File: src/rtl/dmg_timer_ctrl.sv
// rtl/dmg_timer_ctrl.sv - DMG timer block: DIV/TIMA/TMA/TAC registers, tap edge detect, overflow reload and IRQ.
module dmg_timer_ctrl #(
  parameter int DIV_W  = 14,
  parameter int TAP_00 = 7,
  parameter int TAP_01 = 1,
  parameter int TAP_10 = 3,
  parameter int TAP_11 = 5
) (
  input  logic             clk,
  input  logic             reset,
  input  logic             sel,
  input  logic [1:0]       addr,
  input  logic             cpu_wr,
  input  logic             cpu_rd,
  input  logic [7:0]       wdata,
  output logic [7:0]       rdata,
  input  logic [DIV_W-1:0] div,
  output logic             div_clr,
  output logic             irq_timer
);

  localparam int IW = $clog2(DIV_W);

  typedef enum logic [1:0] {RUN, OVF, RELOAD} state_t;

  state_t     state_q, state_d;
  logic [7:0] tima_q, tima_d;
  logic [7:0] tma_q, tma_d;
  logic [2:0] tac_q, tac_d;
  logic       prev_sig_q;
  logic       irq_q, irq_d;

  logic [IW-1:0] tap_idx;
  logic          sig, inc;
  logic          wr_en, tima_wr, tma_wr, tac_wr;

  assign wr_en   = sel & cpu_wr;
  assign tima_wr = wr_en & (addr == 2'd1);
  assign tma_wr  = wr_en & (addr == 2'd2);
  assign tac_wr  = wr_en & (addr == 2'd3);
  assign div_clr = wr_en & (addr == 2'd0);

  always_comb begin
    tap_idx = IW'(TAP_00);
    case (tac_q[1:0])
      2'b00: tap_idx = IW'(TAP_00);
      2'b01: tap_idx = IW'(TAP_01);
      2'b10: tap_idx = IW'(TAP_10);
      2'b11: tap_idx = IW'(TAP_11);
      default: tap_idx = IW'(TAP_00);
    endcase
  end

  // Every increment, including the DIV-write and TAC-write glitches, is just a falling edge of sig.
  assign sig = tac_q[2] & div[tap_idx];
  assign inc = prev_sig_q & ~sig;

  always_comb begin
    rdata = 8'h00;
    if (sel && cpu_rd) begin
      case (addr)
        2'd0: rdata = div[DIV_W-1 -: 8];
        2'd1: rdata = tima_q;
        2'd2: rdata = tma_q;
        2'd3: rdata = {5'b11111, tac_q};
        default: rdata = 8'h00;
      endcase
    end
  end

  always_comb begin
    state_d = state_q;
    tima_d  = tima_q;
    tma_d   = tma_wr ? wdata : tma_q;
    tac_d   = tac_wr ? wdata[2:0] : tac_q;
    irq_d   = 1'b0;
    case (state_q)
      RUN: begin
        if (tima_wr) begin
          tima_d = wdata;
        end else if (inc) begin
          if (tima_q == 8'hFF) begin
            tima_d  = 8'h00;
            state_d = OVF;
          end else begin
            tima_d = tima_q + 8'd1;
          end
        end
      end
      OVF: begin
        if (tima_wr) begin
          tima_d  = wdata;
          state_d = RUN;
        end else begin
          tima_d  = tma_wr ? wdata : tma_q;
          irq_d   = 1'b1;
          state_d = RELOAD;
        end
      end
      RELOAD: begin
        // TIMA tracks TMA writes here; direct TIMA writes lose to the reload.
        if (tma_wr) tima_d = wdata;
        state_d = RUN;
      end
      default: state_d = RUN;
    endcase
  end

  always_ff @(posedge clk) begin
    if (reset) begin
      state_q    <= RUN;
      tima_q     <= 8'h00;
      tma_q      <= 8'h00;
      tac_q      <= 3'b000;
      prev_sig_q <= 1'b0;
      irq_q      <= 1'b0;
    end else begin
      state_q    <= state_d;
      tima_q     <= tima_d;
      tma_q      <= tma_d;
      tac_q      <= tac_d;
      prev_sig_q <= sig;
      irq_q      <= irq_d;
    end
  end

  assign irq_timer = irq_q;

endmodule

File: config.mk
export PLATFORM = sky130hd
export DESIGN_NAME = dmg_timer_ctrl
export DESIGN_NICKNAME = d
export VERILOG_FILES = /design/src/rtl/dmg_timer_ctrl.sv
export SDC_FILE = /design/constraint.sdc
export NUM_CORES = 1
export LEC_CHECK = 0
export CORE_AREA = 2 2 60 62
export DETAILED_ROUTE_END_ITERATION = 12
export DIE_AREA = 0 0 62 64
export PLACE_DENSITY = 0.95
export SLEW_MARGIN = 20
export SYNTH_ARGS = -nofsm -noshare
export SYNTH_HDL_FRONTEND = slang
export SYNTH_SLANG_ARGS = --single-unit
File: constraint.sdc
create_clock -name clk -period 4.5 [get_ports clk]
set_clock_uncertainty 0.05 [all_clocks]
set_input_delay 0.45 -clock clk [delete_from_list [all_inputs] [get_ports clk]]
set_output_delay 0.45 -clock clk [all_outputs]
set_load 0.1 [all_outputs]
==> reports/results.tsv, run 1 <==
metric	value	unit
synthAdderAreaFrac	4.96	%
synth_cell_type_count	61	
finalHoldViolations	0	
grt_pass1_vias	1763	
tns	0	ps
coreArea	0.00328	mm2
synthXorXnorAreaFrac	2.41	%
rsz0062_at_grt	false	
r2r_slack	2170	ps
synth_mux_area_share	13.1	%
busiest_layer	met2	
clk_pin_slew	140	ps
cp_max_fo	15	
status	completed	
worst_ep_required_time	4000	ps
synth_seq_area_share	26.1	%
diodes	0	
path_class	in -> out	
cts_root_buf	clkbuf_4	
cts_tree	done	
dp_hpwl	3.64	mm
synth_top_family_by_area	simple AND/OR/NAND/NOR gates	
ctsHoldBuffers	0	
synth_area	0.00177	mm2
timing.final.crit_share	80.0	%
post_drt_wl_per_cell	17.3	um
grt_pass1_wl	7.76	mm
drcViolationCount	0	
holdWs	432	ps
maxSlewViolCount	0	
grt.overflow.total	0	
worstPathArrival	3100	ps
die_h	64	um
pin_count	39	
cts_max_level	1	
fmax	0.278	GHz
grt_use_met3	4.45	%
wirelength	4.80	mm
clk_latency	330	ps
grtUsageTotal	26.0	%
nets	269	
antenna_found_initial	0	
area_growth	19.1	%
synth_compound_area_share	22.9	%
clock_sinks	23	
postSynth.asyncResetShare	0	%
period_minus_slack	3600	ps
finalSetupViolCount	0	
place.gp.congestion	0.910	
start_util	53.8	%
startpoint_type	input pin	
synth_top_cell_by_area	dfxtp_1	
grt_max_degree	21	
yosys_most_used_dff	dfxtp_1	
first_pass_iters	4	
final_antenna_net_count	0	
drt-initial-drc-count	108	
hold_path.class	reg -> reg	
yosys.area_share.simple	24.7	%
viasPerCell	6.21	
num_rows	21	
yosys_warnings	0	
die_w	62	um
postCtsSetupBuffers	0	
netlist_instances	204	
grtUsageMet1	30.0	%
ir_worst_vdd	0.0812	mV
hold_depth	2	
maxCapViolCount	0	
p_leak	0.798	nW
synth_area_leaders	dfxtp_1 (26%), nand2_1 (8.1%), ha_1 (5.0%)	
grtUsageMet2	42.1	%
avgSynthCellArea	8.65	um2
dieArea	0.00397	mm2
synth_top_area_share	26.1	%
cp-end-kind	primary output	
synth_edf_count	0	
numCtsBuffers	3	
power_density	198	mW/mm2
drive_gt1_share	12.9	%
portBuffers	35	
cts_buffer_depth	2	
num_vias	1726	
synth-seq-cells	23	
ctsResizeCount	0	
syn-num-nets	240	
maxSlewHeadroom	35.5	%
worst_pin_slew	964	ps
reg2reg_depth	7	
[final cells by class]
class / instances / area, um2
clock buffer: 3 / 22.5
clock inverter: 1 / 5.00
fill: 267 / 1180
inverter: 5 / 18.8
multi-input combinational: 165 / 1200
sequential: 23 / 460
tap: 46 / 57.6
timing repair buffer: 35 / 338
[power breakdown]
part / switching, mW / internal, mW / leakage [nW] / total (mW)
clock: 0.0673 / 0.0334 / 0.0177 / 0.101
sequential: 0.00443 / 0.207 / 0.186 / 0.212
combinational: 0.0611 / 0.0432 / 0.595 / 0.104
[layer usage]
metal / routed length, um / vias up
li1: - / 817
met1: 1940 / 788
met2: 2270 / 99
met3: 422 / 22
met4: 169 / 0
met5: 0 / -
[placed cells by master (no fill, tap or decap), types with 2 or more instances in the layout]
cell type,instances
nand2_1,38
clkdlybuf4s50_1,30
dfxtp_1,23
nor2_1,16
a21oi_1,15
mux2i_1,7
ha_1,7
inv_1,5
mux2_2,5
o22ai_1,5
nand3_1,5
buf_4,5
nor3_1,4
o21ai_0,4
nor2b_1,3
mux2_1,3
a311oi_1,3
clkbuf_4,3
nand2b_1,2
mux4_2,2
o21ai_1,2
o31ai_1,2
a21o_1,2
nand4_1,2
and3_1,2
o211ai_1,2
a41o_1,2
xor2_1,2
[final timing paths]
| kind | from | end |
|---|---|---|
| setup reg to reg | tac_q[0] | tima_q[3] |
| hold / removal | tma_q[2] | tma_q[2] |
| setup / recovery | addr[1] | rdata[2] |
| hold reg to reg | tma_q[2] | tma_q[2] |
[logic make-up (layout without fill, tap and decap cells)]
group                      count (synthesis)  after routing
DFF                                       23             23
muxes                                     18             18
and+or+nand+nor                           84             84
AOI/OAI and AO/OA                         52             52
buffers and inverters                     16             44
xor gates and xnor gates                   4              4
adders and majority gates                  7              7
[critical path: stages]
cell and delay [ps]:
clkdlybuf4s50_1 910, mux4_1 620, nor2b_1 150, clkdlybuf4s50_1 970
[Yosys cell counts (2+ instances only)]
cell type,number
nor2_1,16
and3_1,2
nand2b_1,2
a311oi_1,3
buf_4,2
nand4_1,2
mux2_2,5
o31ai_1,2
a21o_1,2
o21ai_0,4
nor2b_1,3
mux2i_1,7
a21oi_1,15
a41o_1,2
inv_1,5
dfxtp_1,23
nand2_1,38
mux4_2,2
buf_6,2
clkbuf_1,3
nor3_1,4
mux2_1,3
o22ai_1,5
buf_2,2
xor2_1,2
o211ai_1,2
ha_1,7
o21ai_1,2
nand3_1,5
[through the flow]
stage	cell area, um2	setup slack (ps)	std cells	power, mW	util, %
after global routing	2100	835	278	0.436	64.0
after floorplan	1770	1180	204	0.282	-
after detailed placement	2080	915	274	0.319	63.2
after CTS	2100	904	278	0.420	64.0
final	2100	898	278	0.417	64.0
after global placement	2080	940	274	0.315	63.2
[state kept, by name, indices dropped and copies added (netlist names)]
register and flops:
irq_timer 1, prev_sig_q 1, state_q 2, tac_q 3, tima_q 8, tma_q 8
Note: power is estimated with default switching activity, not from simulation.
==> run 2, diff against run 1 <==
--- a/config.mk
+++ b/config.mk
@@ -5,10 +5,10 @@
 export SDC_FILE = /design/constraint.sdc
 export NUM_CORES = 1
 export LEC_CHECK = 0
-export CORE_AREA = 2 2 60 62
+export CORE_AREA = 2 2 65 67
 export DETAILED_ROUTE_END_ITERATION = 12
-export DIE_AREA = 0 0 62 64
-export PLACE_DENSITY = 0.95
+export DIE_AREA = 0 0 67 69
+export PLACE_DENSITY = 0.87
 export SLEW_MARGIN = 20
 export SYNTH_ARGS = -nofsm -noshare
 export SYNTH_HDL_FRONTEND = slang
==> constraint.sdc (replaced) <==
create_clock -name clk -period 3.03 [get_ports clk]
set_clock_uncertainty 0.05 [all_clocks]
set_input_delay 0.303 -clock clk [delete_from_list [all_inputs] [get_ports clk]]
set_output_delay 0.303 -clock clk [all_outputs]
set_load 0.1 [all_outputs]
==> reports/results.tsv, run 2 (same netlist as run 1, synthesis figures left out) <==
metric	value	unit
worst_pin_slew	963	ps
finalHoldViolations	0	
finalPower	0.682	mW
hold_path.class	reg -> reg	
multi_input_area	0.00120	mm2
drive_gt1_share	15.3	%
postCtsSetupBuffers	0	
status	completed	
worst_ep_required_time	2680	ps
clock_sinks	23	
ctsHoldBuffers	0	
reg2reg_depth	7	
start_util	45.1	%
regArea	460	um2
fin_util	57.2	%
finalSetupViolCount	0	
drt-initial-drc-count	150	
grt_max_degree	18	
nets	272	
grt_use_met3	4.24	%
wirelength	5.04	mm
final_common_cell	nand2_1	
p_leak	0.850	nW
ctsResizeCount	0	
cts_buffer_depth	2	
first_pass_iters	5	
die_w	67	um
area_growth	26.8	%
cp-end-kind	primary output	
clk_latency	270	ps
cp_max_fo	9	
hold_depth	2	
antenna_found_initial	0	
diodes	0	
cts_root_buf	clkbuf_8	
post_drt_wl_per_cell	17.7	um
portBuffers	35	
pin_count	39	
num_rows	23	
worstPathArrival	2080	ps
drcViolationCount	0	
place.gp.congestion	0.972	
r2r-start	tac_q[0]	
coreArea	0.00391	mm2
maxCapViolCount	0	
die_h	69	um
power_density	305	mW/mm2
placedInstanceArea	0.00219	mm2
min_from	tma_q[2]	
ir_worst_vdd	0.108	mV
dp_hpwl	3.71	mm
cts_max_level	1	
holdWs	434	ps
tns	0	ps
grtUsageMet2	35.8	%
r2r_slack	750	ps
layout_common_cells	nand2_1 (38), clkdlybuf4s50_1 (26), dfxtp_1 (23)	
reg_top3	tima_q (8), tma_q (8), tac_q (3)	
dieArea	0.00462	mm2
rsz0062_at_grt	false	
startpoint_type	input pin	
fin_area	0.00224	mm2
busiest_layer	met2	
timing.final.crit_share	80.3	%
fillers	344	
viasPerCell	6.22	
holdPathEnd	tma_q[2]	
final_antenna_net_count	0	
fmax	0.411	GHz
period_minus_slack	2430	ps
clk_pin_slew	80	ps
grt.overflow.total	0	
grt_pass1_vias	1698	
maxSlewViolCount	0	
grt_pass1_wl	7.98	mm
grtUsageMet1	27.0	%
num_vias	1774	
path_class	in -> out	
maxSlewHeadroom	35.6	%
rr_endpoint	tima_q[0]	
grtUsageTotal	22.0	%
numCtsBuffers	3	
cts_tree	done	
## run 2: changes by cell type in the layout (fill, tap and decap cells not counted), sizes merged
cell           change
buf                +7
clkinv             -1
clkdlybuf4s50      -4
clkbuf             +1
## run 2: metal layers
layer | wire (um) | share of wire, %
met1 | 1940 | 39
met5 | 0 | 0
met4 | 178 | 3.5
met3 | 473 | 9.4
met2 | 2440 | 48
## run 2: how the worst max path moves through the flow
stage,from,end
global route,addr[1],rdata[2]
finish,addr[1],rdata[2]
global placement,addr[1],tima_q[5]
floorplan,addr[1],div_clr
detailed placement,addr[1],tima_q[5]
CTS,addr[1],rdata[2]
## run 2: through the flow
step / setup slack [ps] / cells
final: 598 / 285
after global routing: 513 / 285
after CTS: 582 / 285
after detailed placement: 518 / 281
after global placement: 581 / 281
after floorplan: 0.684 / 204
## run 2: area by class of cell
cell class / instances / share of cell area, %
clock buffer: 4 / 2.01
inverter: 5 / 0.838
multi-input combinational: 165 / 53.7
sequential: 23 / 20.6
tap: 50 / 2.79
timing repair buffer: 38 / 20.1
## run 2: critical path: stages
cell,delay [ps]
clkdlybuf4s50_1,800
mux4_1,620
nor2b_1,170
buf_12,180
## run 2: power by group
part           total [mW]  internal, mW  switching [mW]
clock               0.198        0.0941           0.104
sequential          0.314         0.307         0.00712
combinational       0.170        0.0762          0.0938
==> run 3, diff against run 2 <==
--- a/config.mk
+++ b/config.mk
@@ -5,10 +5,10 @@
 export SDC_FILE = /design/constraint.sdc
 export NUM_CORES = 1
 export LEC_CHECK = 0
-export CORE_AREA = 2 2 65 67
+export CORE_AREA = 2 2 62 64
 export DETAILED_ROUTE_END_ITERATION = 12
-export DIE_AREA = 0 0 67 69
-export PLACE_DENSITY = 0.87
+export DIE_AREA = 0 0 64 66
+export PLACE_DENSITY = 0.9
 export SLEW_MARGIN = 20
 export SYNTH_ARGS = -nofsm -noshare
 export SYNTH_HDL_FRONTEND = slang
==> constraint.sdc (replaced) <==
create_clock -name clk -period 2.3 [get_ports clk]
set_clock_uncertainty 0.05 [all_clocks]
set_input_delay 0.23 -clock clk [delete_from_list [all_inputs] [get_ports clk]]
set_output_delay 0.23 -clock clk [all_outputs]
set_load 0.1 [all_outputs]
==> reports/results.tsv, run 3 (same netlist as run 1, synthesis figures left out) <==
metric	value	unit
status	completed	
fmax	0.448	GHz
final_common_cell	nand2_1	
cts_buffer_depth	2	
maxSlewHeadroom	70.5	%
finalHoldViolations	0	
portBuffers	35	
drt-initial-drc-count	114	
num_rows	22	
layout_common_cells	nand2_1 (38), clkdlybuf4s50_1 (25), dfxtp_1 (22)	
die_w	64	um
startpoint_type	flop	
hold_path.class	reg -> reg	
grtUsageTotal	23.7	%
coreArea	0.00355	mm2
maxCapViolCount	0	
numCtsBuffers	3	
cp_max_fo	5	
clk_latency	320	ps
hold_depth	2	
holdPathEnd	tma_q[3]	
drcViolationCount	0	
final_antenna_net_count	0	
p_leak	0.900	nW
wirelength	4.85	mm
min_from	tma_q[3]	
grt.overflow.total	0	
start_util	49.7	%
clk_pin_slew	140	ps
cp_top_family	compound AO/OA/AOI/OAI gates	
path_class	reg -> reg	
drive_gt1_share	23.9	%
grt_max_degree	20	
place.gp.congestion	0.878	
period_minus_slack	2230	ps
reg2reg_depth	8	
p_seq_share	48.9	%
worstPathCellList	inv_1 -> ha_1 -> mux2i_2 -> o221ai_4 -> a31oi_4 -> buf_4 -> nor2_1 -> a311oi_1	
power_density	363	mW/mm2
slowest_stage	dfxtp_1	
worst_pin_slew	441	ps
area_growth	32.2	%
r2r_slack	70	ps
post_drt_wl_per_cell	16.7	um
pin_count	39	
cp-end-kind	flop	
p_sw	0.267	mW
place_inst	284	
worst_path_largest_cell_delay	380	ps
cts_tree	done	
pre_cts_ws	104	ps
ctsHoldBuffers	0	
finalWorstSetupSlack	70.1	ps
worst_ep_required_time	2480	ps
r2r-start	tac_q[0]	
first_pass_iters	5	
dieArea	0.00422	mm2
combPwrFrac	28.2	%
path_buf_inv	2	
rr_endpoint	tima_q[1]	
tns	0	ps
finalSetupViolCount	0	
clock_sinks	23	
cts_max_level	1	
dp_hpwl	3.69	mm
die_h	66	um
nets	280	
grt_pass1_wl	7.79	mm
ir_worst_vdd	0.233	mV
maxSlewViolCount	0	
p_int	0.582	mW
viasPerCell	5.89	
swShare	31.4	%
antenna_found_initial	0	
grt_pass1_vias	1572	
p_clk_share	22.9	%
cts_root_buf	clkbuf_4	
reg_top3	tima_q (8), tma_q (8), tac_q (3)	
worstPathArrival	2410	ps
num_vias	1713	
fin_cells	291	
diodes	0	
timing.final.crit_share	97.0	%
[run 3: per-stage QoR]
step / total power [mW] / utilization, % / instance area (um2) / hold WS, ps
CTS: 0.844 / 64.9 / 2300 / 437
floorplan: 0.556 / - / 1790 / 316
detailed placement: 0.655 / 64.1 / 2280 / 419
finish: 0.848 / 65.8 / 2330 / 441
global placement: 0.650 / 64.1 / 2280 / 408
global route: 0.880 / 65.8 / 2330 / 466
[run 3: power groups by stage]
stage	Sequential, mW	Combinational, mW	Clock [mW]
CTS	0.414	0.233	0.196
detailed placement	0.423	0.232	0
finish	0.415	0.240	0.194
floorplan	0.419	0.137	0
global placement	0.422	0.228	0
global route	0.416	0.251	0.213
[run 3: worst max path at each step]
stage	from	to	slack [ps]	cells past startpoint
after floorplan	addr[1]	div_clr	270	3
after global placement	addr[1]	tima_q[7]	160	7
after detailed placement	tac_q[1]	tima_q[5]	100	7
after CTS	tac_q[1]	tima_q[3]	90	7
after global routing	tac_q[0]	tima_q[2]	-0.6	8
final	tac_q[0]	tima_q[1]	70	8
[run 3: area by class of cell]
class,count,area (um2)
fillers,257,1220
well taps,48,60.1
flip-flops and latches,23,462
repair buffers,46,533
inverters,5,18.8
clock inverters,1,5.00
clock buffers,3,22.5
multi-input cells,165,1230
[run 3: what timing repair did]
action / 4_1_cts / 5_1_grt
resized for setup: 0 / 3
setup endpoints to repair: 0 / 6
buffers inserted: 0 / 3
[run 3: tightest hold or removal path, delay by kind of cell (launching register included)]
kind	cells	cell delay, ps
and+or+nand+nor	1	60
AOI/OAI and AO/OA	1	50
DFF	1	350
[run 3: layer usage]
layer / vias to the layer above / wire (um) / GRT usage [%]
met5: - / 0 / 0
met4: 0 / 68 / 6.25
met3: 6 / 372 / 2.73
met2: 86 / 2390 / 43.6
met1: 781 / 2010 / 29.1
li1: 840 / - / -
